<file path="config.mk">
export PLATFORM = sky130hd
export DESIGN_NAME = ss_bin2bcd
export DESIGN_NICKNAME = d
export VERILOG_FILES = /design/src/rtl/ss_pkg.sv /design/src/rtl/ss_dd_nibble.sv /design/src/rtl/ss_bin2bcd.sv
export SDC_FILE = /design/constraint.sdc
export NUM_CORES = 1
export LEC_CHECK = 0
export ABC_AREA = 0
export BUFFER_PORTS_ARGS = -buffer_cell sky130_fd_sc_hd__clkbuf_2
export CORE_MARGIN = 8
export CORE_UTILIZATION = 62
export CTS_CLUSTER_SIZE = 8
export DETAILED_ROUTE_END_ITERATION = 7
export GPL_ROUTABILITY_DRIVEN = 1
export GPL_TIMING_DRIVEN = 1
export PLACE_DENSITY = 0.9
export SYNTH_ARGS = -nofsm -noshare
export SYNTH_HDL_FRONTEND = slang
export SYNTH_SLANG_ARGS = --single-unit
</file>
<file path="constraint.sdc">
create_clock -name clk -period 8.3 [get_ports clk]
set_input_delay 1.245 -clock clk [delete_from_list [all_inputs] [get_ports clk]]
set_output_delay 1.245 -clock clk [all_outputs]
set_load 0.01 [all_outputs]
</file>
<file path="src/rtl/ss_pkg.sv">
// Shared definitions for the binary-to-BCD converter (ss_bin2bcd).
//   SS_DIGITS      : number of BCD digits driven to the scan driver
//   SS_MAX_DEC     : largest unsigned value that fits in eight digits
//   SS_MAX_NEG_MAG : largest negative magnitude that still leaves room for '-'
//   ss_digit_t     : one BCD digit / digit code
//   ss_state_e     : converter FSM states
package ss_pkg;

  localparam int          SS_DIGITS      = 8;
  localparam logic [31:0] SS_MAX_DEC     = 32'd99_999_999;
  localparam logic [31:0] SS_MAX_NEG_MAG = 32'd9_999_999;

  typedef logic [3:0] ss_digit_t;

  typedef enum logic [1:0] {
    SS_IDLE   = 2'd0,
    SS_SHIFT  = 2'd1,
    SS_COMMIT = 2'd2
  } ss_state_e;

endpackage

</file>
<file path="src/rtl/ss_dd_nibble.sv">
// Double-dabble correction for one BCD nibble: adds 3 when the nibble is 5 or
// more, so that the following left shift carries correctly into the next digit.
//   nib_i : current BCD nibble
//   nib_o : corrected nibble (before the shift)
module ss_dd_nibble
  import ss_pkg::*;
(
  input  ss_digit_t nib_i,
  output ss_digit_t nib_o
);

  assign nib_o = (nib_i >= 4'd5) ? ss_digit_t'(nib_i + 4'd3) : nib_i;

endmodule

</file>
<file path="src/rtl/ss_bin2bcd.sv">
// Sequential binary-to-BCD converter (shift-and-add-3, one bit per clock)
// feeding an 8-digit seven-segment scan driver. Results are committed to
// shadow registers in one step, so the driver never sees a partial value.
// Optional build macro: SS_BCD_SIGNED_EN -- bin is two's complement and a
// minus sign (MINUS_CODE) is shown left of the most significant lit digit.
// Ports:
//   clk, rst          : clock, asynchronous active-high reset
//   start             : conversion request, sampled only while idle
//   bin, blank_en     : value and leading-zero blanking, sampled on accept
//   busy              : conversion in progress
//   done              : one-cycle pulse when outputs have been updated
//   ovf               : last converted value was out of range
//   data7..data0      : BCD digits, data0 least significant
//   mask              : digit enables, bit i lights data i
module ss_bin2bcd
  import ss_pkg::*;
#(
  parameter int        WIDTH      = 27,
  parameter logic [3:0] MINUS_CODE = 4'hF
) (
  input  logic             clk,
  input  logic             rst,
  input  logic             start,
  input  logic [WIDTH-1:0] bin,
  input  logic             blank_en,
  output logic             busy,
  output logic             done,
  output logic             ovf,
  output logic [3:0]       data7,
  output logic [3:0]       data6,
  output logic [3:0]       data5,
  output logic [3:0]       data4,
  output logic [3:0]       data3,
  output logic [3:0]       data2,
  output logic [3:0]       data1,
  output logic [3:0]       data0,
  output logic [7:0]       mask
);

  localparam int                CNT_W    = $clog2(WIDTH);
  localparam logic [CNT_W-1:0]  LAST_CNT = CNT_W'(WIDTH - 1);

  ss_state_e        state_q, state_d;
  logic [WIDTH-1:0] bin_q, bin_d;
  logic [31:0]      acc_q, acc_d;
  logic [CNT_W-1:0] cnt_q, cnt_d;
  logic             blank_q, blank_d;
  logic             neg_q, neg_d;
  logic             ovfp_q, ovfp_d;
  logic             busy_q, busy_d;
  logic             done_q, done_d;
  logic             ovf_q, ovf_d;
  logic [31:0]      dig_q, dig_d;
  logic [7:0]       mask_q, mask_d;

  logic [WIDTH-1:0] mag_w;
  logic             neg_w;
  logic [31:0]      mag32_w;
  logic             ovf_w;
  logic [31:0]      corr_w;
  logic [2:0]       msd_w;
  logic [2:0]       sign_idx_w;
  logic [7:0]       lz_mask_w;

`ifdef SS_BCD_SIGNED_EN
  assign neg_w = bin[WIDTH-1];
  assign mag_w = neg_w ? (~bin + 1'b1) : bin;
`else
  assign neg_w = 1'b0;
  assign mag_w = bin;
`endif

  // Range check on the loaded magnitude; a negative result needs one digit
  // for the sign, hence the smaller limit.
  assign mag32_w = 32'(mag_w);
  assign ovf_w   = neg_w ? (mag32_w > SS_MAX_NEG_MAG) : (mag32_w > SS_MAX_DEC);

  for (genvar g = 0; g < SS_DIGITS; g++) begin : g_nib
    ss_dd_nibble u_nib (
      .nib_i (acc_q[4*g +: 4]),
      .nib_o (corr_w[4*g +: 4])
    );
  end

  // Most significant non-zero digit of the finished accumulator (0 if all zero,
  // which keeps digit 0 lit) and the matching blanking mask.
  always_comb begin
    msd_w     = '0;
    lz_mask_w = '0;
    for (int i = 0; i < SS_DIGITS; i++) begin
      if (acc_q[4*i +: 4] != 4'd0) msd_w = 3'(i);
    end
    for (int i = 0; i < SS_DIGITS; i++) begin
      lz_mask_w[i] = (3'(i) <= msd_w);
    end
  end

  // A negative magnitude has at most seven digits, so this never wraps.
  assign sign_idx_w = 3'(msd_w + 3'd1);

  always_comb begin
    state_d = state_q;
    bin_d   = bin_q;
    acc_d   = acc_q;
    cnt_d   = cnt_q;
    blank_d = blank_q;
    neg_d   = neg_q;
    ovfp_d  = ovfp_q;
    busy_d  = busy_q;
    done_d  = 1'b0;
    ovf_d   = ovf_q;
    dig_d   = dig_q;
    mask_d  = mask_q;
    case (state_q)
      SS_IDLE: begin
        if (start) begin
          state_d = SS_SHIFT;
          bin_d   = mag_w;
          acc_d   = '0;
          cnt_d   = '0;
          blank_d = blank_en;
          neg_d   = neg_w;
          ovfp_d  = ovf_w;
          busy_d  = 1'b1;
        end
      end
      SS_SHIFT: begin
        acc_d = (corr_w << 1) | 32'(bin_q[WIDTH-1]);
        bin_d = bin_q << 1;
        cnt_d = cnt_q + 1'b1;
        if (cnt_q == LAST_CNT) state_d = SS_COMMIT;
      end
      SS_COMMIT: begin
        state_d = SS_IDLE;
        busy_d  = 1'b0;
        done_d  = 1'b1;
        ovf_d   = ovfp_q;
        if (ovfp_q) begin
          dig_d  = {SS_DIGITS{4'h9}};
          mask_d = 8'hFF;
        end else begin
          dig_d  = acc_q;
          mask_d = blank_q ? lz_mask_w : 8'hFF;
          if (neg_q) begin
            if (blank_q) begin
              dig_d[{sign_idx_w, 2'b00} +: 4] = MINUS_CODE;
              mask_d[sign_idx_w]              = 1'b1;
            end else begin
              dig_d[31:28] = MINUS_CODE;
            end
          end
        end
      end
      default: state_d = SS_IDLE;
    endcase
  end

  always_ff @(posedge clk or posedge rst) begin
    if (rst) begin
      state_q <= SS_IDLE;
      bin_q   <= '0;
      acc_q   <= '0;
      cnt_q   <= '0;
      blank_q <= 1'b0;
      neg_q   <= 1'b0;
      ovfp_q  <= 1'b0;
      busy_q  <= 1'b0;
      done_q  <= 1'b0;
      ovf_q   <= 1'b0;
      dig_q   <= '0;
      mask_q  <= 8'h01;
    end else begin
      state_q <= state_d;
      bin_q   <= bin_d;
      acc_q   <= acc_d;
      cnt_q   <= cnt_d;
      blank_q <= blank_d;
      neg_q   <= neg_d;
      ovfp_q  <= ovfp_d;
      busy_q  <= busy_d;
      done_q  <= done_d;
      ovf_q   <= ovf_d;
      dig_q   <= dig_d;
      mask_q  <= mask_d;
    end
  end

  assign busy  = busy_q;
  assign done  = done_q;
  assign ovf   = ovf_q;
  assign mask  = mask_q;
  assign data0 = dig_q[3:0];
  assign data1 = dig_q[7:4];
  assign data2 = dig_q[11:8];
  assign data3 = dig_q[15:12];
  assign data4 = dig_q[19:16];
  assign data5 = dig_q[23:20];
  assign data6 = dig_q[27:24];
  assign data7 = dig_q[31:28];

endmodule

</file>
# --- Word-level counts from Yosys, hierarchy flattened ---
# Cells that the tools add are included.
classes:
  order_cmp: 17
  mux: 30
  n_reduce_logical: 14
  bitwise: 1
  addsub: 9
  n_eq_ne: 5
op_table:
  columns: ["cell", "count"]
  rows:
  - ["2-to-1 mux 32 bit", 2]
  - ["one-hot mux 32 bit (2 select lines)", 1]
  - ["one-hot mux 27 bit (2 select lines)", 1]
  - ["greater-or-equal comparator 4 x 3 -> 1 bit, second input constant", 8]
  - ["OR 32 x 1 -> 32 bit", 1]
  - ["adder 4 x 2 -> 4 bit, second input constant", 7]
  - ["2-to-1 mux 4 bit", 7]
  - ["nonzero test 4 bit", 7]
  - ["greater-than comparator 27 bit, second input constant", 1]
  - ["2-to-1 mux 27 bit", 1]
  - ["2-to-1 mux 8 bit", 2]
  - ["2-to-1 mux 3 bit", 5]
  - ["<= comparator 3 bit, first input constant", 4]
  - ["one-hot mux 5 bit (2 select lines)", 1]
  - ["2-to-1 mux 2 bit", 4]
  - ["AND reduction 2 bit", 4]
  - ["<= comparator 1 x 3 -> 1 bit, first input constant", 2]
  - ["<= comparator 2 x 3 -> 1 bit, first input constant", 2]
  - ["adder 5 x 1 -> 5 bit, second input constant", 1]
  - ["== test 5 bit, second input constant", 1]
  - ["2-to-1 mux 5 bit", 1]
  - ["!= test 2 bit, second input constant", 2]
  - ["one-hot mux 2 bit (2 select lines)", 1]
  - ["nonzero test 2 bit", 2]
  - ["6 further kinds", 8]
word_totals:
  in_bits: 31
  elab_cells: 87
  reg_bits: 111

# --- Longest topological paths before layout ---
depth:
  depth_word: 11
  depth_mapped: 7

# --- Modules after synthesis ---
# Synthesis repeated with hierarchy kept, for this count alone.
hier_totals:
  hier_cells: 585
  area_unflattened_um2: 5596.6
modules_own_cells:
  columns: ["mod", "seq_area_each_um2", "n_inst", "area_per_inst_um2", "cells_each"]
  rows:
  - ["ss_bin2bcd", 2778.9, 1, 4785.8, 457]
  - ["ss_dd_nibble", 0.0, 8, 101.3, 16]

# --- Least setup slack after synthesis ---
# No wires, ideal clock.
synth_timing:
  path_kind: "input port to flip-flop"
  from: "input port bin[12]"
  to: "register ovfp_q"
  arrival_ns: 2.401
  stages: 5
  required_time_ns: 8.179
  slack_ns: 5.778
  n_path_buf: 0
  cell_sequence: "or4_1 > nor2_1 > o21ai_0 > a221o_1 > a22o_1"
synth_between:
  elab_chain_cells: 1
synth_rtl:
  columns: ["element", "line_no", "source"]
  rows:
  - ["from (decl)", "ss_bin2bcd.sv:24", "input logic [WIDTH-1:0] bin,"]
  - ["greater-than comparator 27 bit", "ss_bin2bcd.sv:76", "assign ovf_w = neg_w ? (mag32_w > SS_MAX_NEG_MAG) : (mag32_w > SS_MAX_DEC);"]
  - ["to (signal assigned)", "ss_bin2bcd.sv:179", "ovfp_q <= ovfp_d;"]
  - ["to (decl)", "ss_bin2bcd.sv:49", "logic ovfp_q, ovfp_d;"]
# No other way between the ends.
# A chain may end at the register's enable or synchronous reset.

# --- Final worst setup path ---
# Same ends and word-level chain as after synthesis.

==> impl.org <==
** Outcome
- Outcome :: finished, final reports clean

** Placed design
- The wire-length estimate of the detail-placed layout is 8010 um.
- Final weighted congestion in routability-driven placement :: 0.776
- The count of buffers added on input and output ports is 73.
- Before CTS, the worst setup slack after placement is 5.54 ns.

** Clock tree
- Clock-pin slew was measured on the worst setup and hold paths at 0.10 ns.
- TritonCTS clock tree :: built
- At the later pin of the worst-skew pair, clock insertion delay measures 0.38 ns.
- Cell chosen for the clock root :: sky130_fd_sc_hd__clkbuf_8
- The number of clock buffers added by TritonCTS is 9.
- CTS hold repair buffers :: 0
- H-tree depth :: 3
- The longest clock path from root to sink contains 2 buffers.
- Post-CTS repair timing setup buffer count :: 0
- Number of cells upsized or downsized after cts :: 0
- Sinks on Clock Net :: 111

** Yosys
- Post-synth top area cell :: sky130_fd_sc_hd__dfrtp_1
- By area, the combinational part of the netlist is dominated by simple AND/OR/NAND/NOR gates.
- In the post-synthesis netlist, the cell with the most instances is sky130_fd_sc_hd__dfrtp_1.
- Number of synthesized register bits :: 111
- After synthesis, the share of flip-flops with an asynchronous set or reset is 100%.
- Xor-xnor portion of the synthesized cell area :: 1.68%
- The synthesized netlist devotes 5.04% of its cell area to adder and majority cells.
- Counting every net in the synthesized netlist gives 599.
- Post-synth top flop :: sky130_fd_sc_hd__dfrtp_1
- Number of enable flip-flop cells after synthesis :: 0
- Seq/Total Area, Yosys :: 53.3%
- Syn Inst Count :: 547
- The commonest cells after synthesis are sky130_fd_sc_hd__dfrtp_1, sky130_fd_sc_hd__nand2_1, sky130_fd_sc_hd__nor2_1, sky130_fd_sc_hd__a21oi_1, sky130_fd_sc_hd__o21ai_0.
- Simple-gate share of the synthesized area :: 19.6%
- After synthesis the cells add up to 5220 um^2.
- The synthesized design devotes to its leading area cell type 52.8% of total area.
- After synthesis, the share of cell area in mux cells is 0.216%.
- Yosys warnings :: 0
- Complex-gate fraction of the synthesized area :: 16.6%
- Syn avg cell area :: 9.54 um^2
- The netlist uses 37 different library cells.
- Biggest area contributors in the synthesized netlist :: sky130_fd_sc_hd__dfrtp_1, sky130_fd_sc_hd__nand2_1, sky130_fd_sc_hd__ha_1, sky130_fd_sc_hd__a21oi_1, sky130_fd_sc_hd__a22oi_1

** Drt
- Mean routed wirelength per cell :: 17.0 um
- Before antenna repair, the detailed router went through 5 iterations.
- The detailed router finished its first iteration with 340 violations.
- After detailed routing, the total wire length is 12,200 um.
- In the routed design, unresolved DRC markers number 0.
- In this run the remaining antenna-violating nets after routing total 0.
- After detailed routing, the number of vias per cell comes to 6.06.
- Detailed routing inserted a total of 4,351 vias.

** STA
- For the pin with the worst max-slew slack, the measured transition is 1.08 ns.
- Fin crit period :: 2.38 ns
- Setup slack of the critical path after layout :: 5.92 ns
- Final worst-path cycle share :: 28.7%
- Worst clock skew :: 0.00775 ns
- Aggregate negative setup slack :: 0 ns
- The final count of pins violating max slew is 0.
- Setup violation total in the final timing report :: 0
- Setup repair after global routing missed its margin :: no
- Hold violation count in the final report :: 0
- In this run the tightest slew margin relative to its limit is 28.0%.
- Maximum achievable frequency :: 0.420 GHz

** Floorplan
- Height of the die :: 108 um
- # IOs :: 74
- Starting Density :: 63.8%
- The die is 108 um wide.
- The die covers 11,600 um^2.
- Core ar. :: 8180 um^2
- The initialized floorplan defines 33 standard-cell rows.

** Finish
- Count of antenna diodes in the layout :: 0
- Layout cells sized above 1 :: 17.3%
- Layout fillers :: 592
- Net count of the finished layout :: 660
- Signed area change from the synthesized netlist to the final layout :: 13.6%

** Worst setup path
- The worst setup path is of the input port to flop kind.
- STA classifies the critical path endpoint as a flop.
- The worst setup path is launched from an input port.
- Data on the critical path arrives at its endpoint at 2.65 ns.
- WP data required :: 8.57 ns
- Worst Path Max Fanout :: 2

** Pwr
- Leakage :: 0.00280 uW
- The worst-case IR drop observed on VDD is 0.000229 V.
- Power consumption :: 2240 uW
- Power spread over the standard cell area amounts to 377 nW/um^2.

** Global routing
- Maximum number of pins on one net before global-route repair :: 81
- The via count of the first global-routing pass is 4,401.
- The initial antenna violation count is 0.
- The first global-routing pass estimated 20,400 um of wire.
- Global routing consumed, over all layers together, 21.6% of the routing resources.
- The total overflow left after global routing is 0.

** Run
- Max cap viols :: 0

** Worst hold path
- Worst hold-check path type :: flop to flop
==> power breakdown <==
part / internal (uW) / switching [uW] / total, uW
sequential: 762 / 185 / 947
combinational: 359 / 518 / 877
clock: 231 / 182 / 413
total: 1350 / 885 / 2240
==> flip-flops by register name, indices dropped and copies added, names as in the netlist <==
name     count
acc_q       32
bin_q       27
blank_q      1
busy         1
cnt_q        5
dig_q       32
done         1
mask         8
ovf          1
ovfp_q       1
state_q      2
==> layout make-up <==
cell class	instances	area [um^2]	area share (%)
clock buffers	10	128	2.15
multi-input cells	386	2260	38.1
repair buffers	80	418	7.05
flip-flops and latches	111	2780	46.9
inverters	20	77.6	1.31
well taps	105	131	2.22
clock inverters	6	133	2.24
==> through the flow <==
| stage | cell area (um^2) | utilization (%) | hold WS, ns | cells |
|---|---|---|---|---|
| 2_1_floorplan | 5220 | - | 0.446 | 547 |
| 3_3_place_gp | 5670 | 69.3 | 0.449 | 702 |
| 3_5_place_dp | 5670 | 69.3 | 0.455 | 702 |
| 4_1_cts | 5930 | 72.5 | 0.477 | 718 |
| 5_1_grt | 5930 | 72.5 | 0.504 | 718 |
| 6_report | 5930 | 72.5 | 0.472 | 718 |
==> layer usage <==
metal | up-vias | part of all wire (%) | track usage [%]
met5 | - | 0 | 0
met4 | 0 | 2.1 | 8.92
met3 | 22 | 5.6 | 3.29
met2 | 160 | 51 | 36.9
met1 | 2147 | 42 | 26.8
li1 | 2022 | - | -
==> worst max-delay path, cell delays in order <==
cell	delay, ns
sky130_fd_sc_hd__clkbuf_2	0.09
sky130_fd_sc_hd__or4_1	0.51
sky130_fd_sc_hd__nor2_1	0.15
sky130_fd_sc_hd__o21ai_0	0.13
sky130_fd_sc_hd__a221o_1	0.34
sky130_fd_sc_hd__a22o_1	0.19
==> cells by family (layout without fill, tap and decap cells) <==
family,count (synthesis),count (layout)
xor gates and xnor gates,10,10
muxes,1,1
buffers and inverters,50,116
adders and majority gates,21,21
DFF,111,111
AOI/OAI and AO/OA,139,139
and+or+nand+nor,215,215
==> cell usage in the layout (no fill, tap or decap), types with 2 or more instances in the layout <==
cell type,Yosys,routed
sky130_fd_sc_hd__dfrtp_1,110,110
sky130_fd_sc_hd__nand2_1,93,93
sky130_fd_sc_hd__clkbuf_2,0,73
sky130_fd_sc_hd__nor2_1,51,50
sky130_fd_sc_hd__a21oi_1,42,42
sky130_fd_sc_hd__o21ai_0,38,38
sky130_fd_sc_hd__a22oi_1,26,26
sky130_fd_sc_hd__nand3_1,24,24
sky130_fd_sc_hd__ha_1,21,21
sky130_fd_sc_hd__inv_1,19,18
sky130_fd_sc_hd__o31ai_1,17,17
sky130_fd_sc_hd__nor3b_1,11,10
sky130_fd_sc_hd__nand3b_1,9,9
sky130_fd_sc_hd__clkbuf_8,0,9
sky130_fd_sc_hd__xnor2_1,8,8
sky130_fd_sc_hd__a32o_1,8,8
sky130_fd_sc_hd__nand2b_1,9,8
sky130_fd_sc_hd__nand4_1,7,7
sky130_fd_sc_hd__buf_4,0,7
sky130_fd_sc_hd__bufinv_16,0,4
sky130_fd_sc_hd__xor2_1,2,2
sky130_fd_sc_hd__o32ai_1,2,2
sky130_fd_sc_hd__and4b_1,2,2
sky130_fd_sc_hd__a31oi_1,2,2
sky130_fd_sc_hd__nor4b_1,2,2
==> worst paths after layout <==
path	startpoint	endpoint	slack, ns	cells after the start
max	bin[12]	ovfp_q$_DFFE_PP0P_	5.92	6
min	dig_q[22]$_DFFE_PP0P_	dig_q[22]$_DFFE_PP0P_	0.47	2
max reg2reg	state_q[1]$_DFFE_PP0P_	acc_q[23]$_DFFE_PP0P_	6.02	4
min reg2reg	dig_q[22]$_DFFE_PP0P_	dig_q[22]$_DFFE_PP0P_	0.47	2
max in group asynchronous	rst	done$_DFF_PP0_	6.12	3
min in group asynchronous	rst	dig_q[28]$_DFFE_PP0P_	0.84	2
Note: power is estimated with default switching activity, not from simulation.
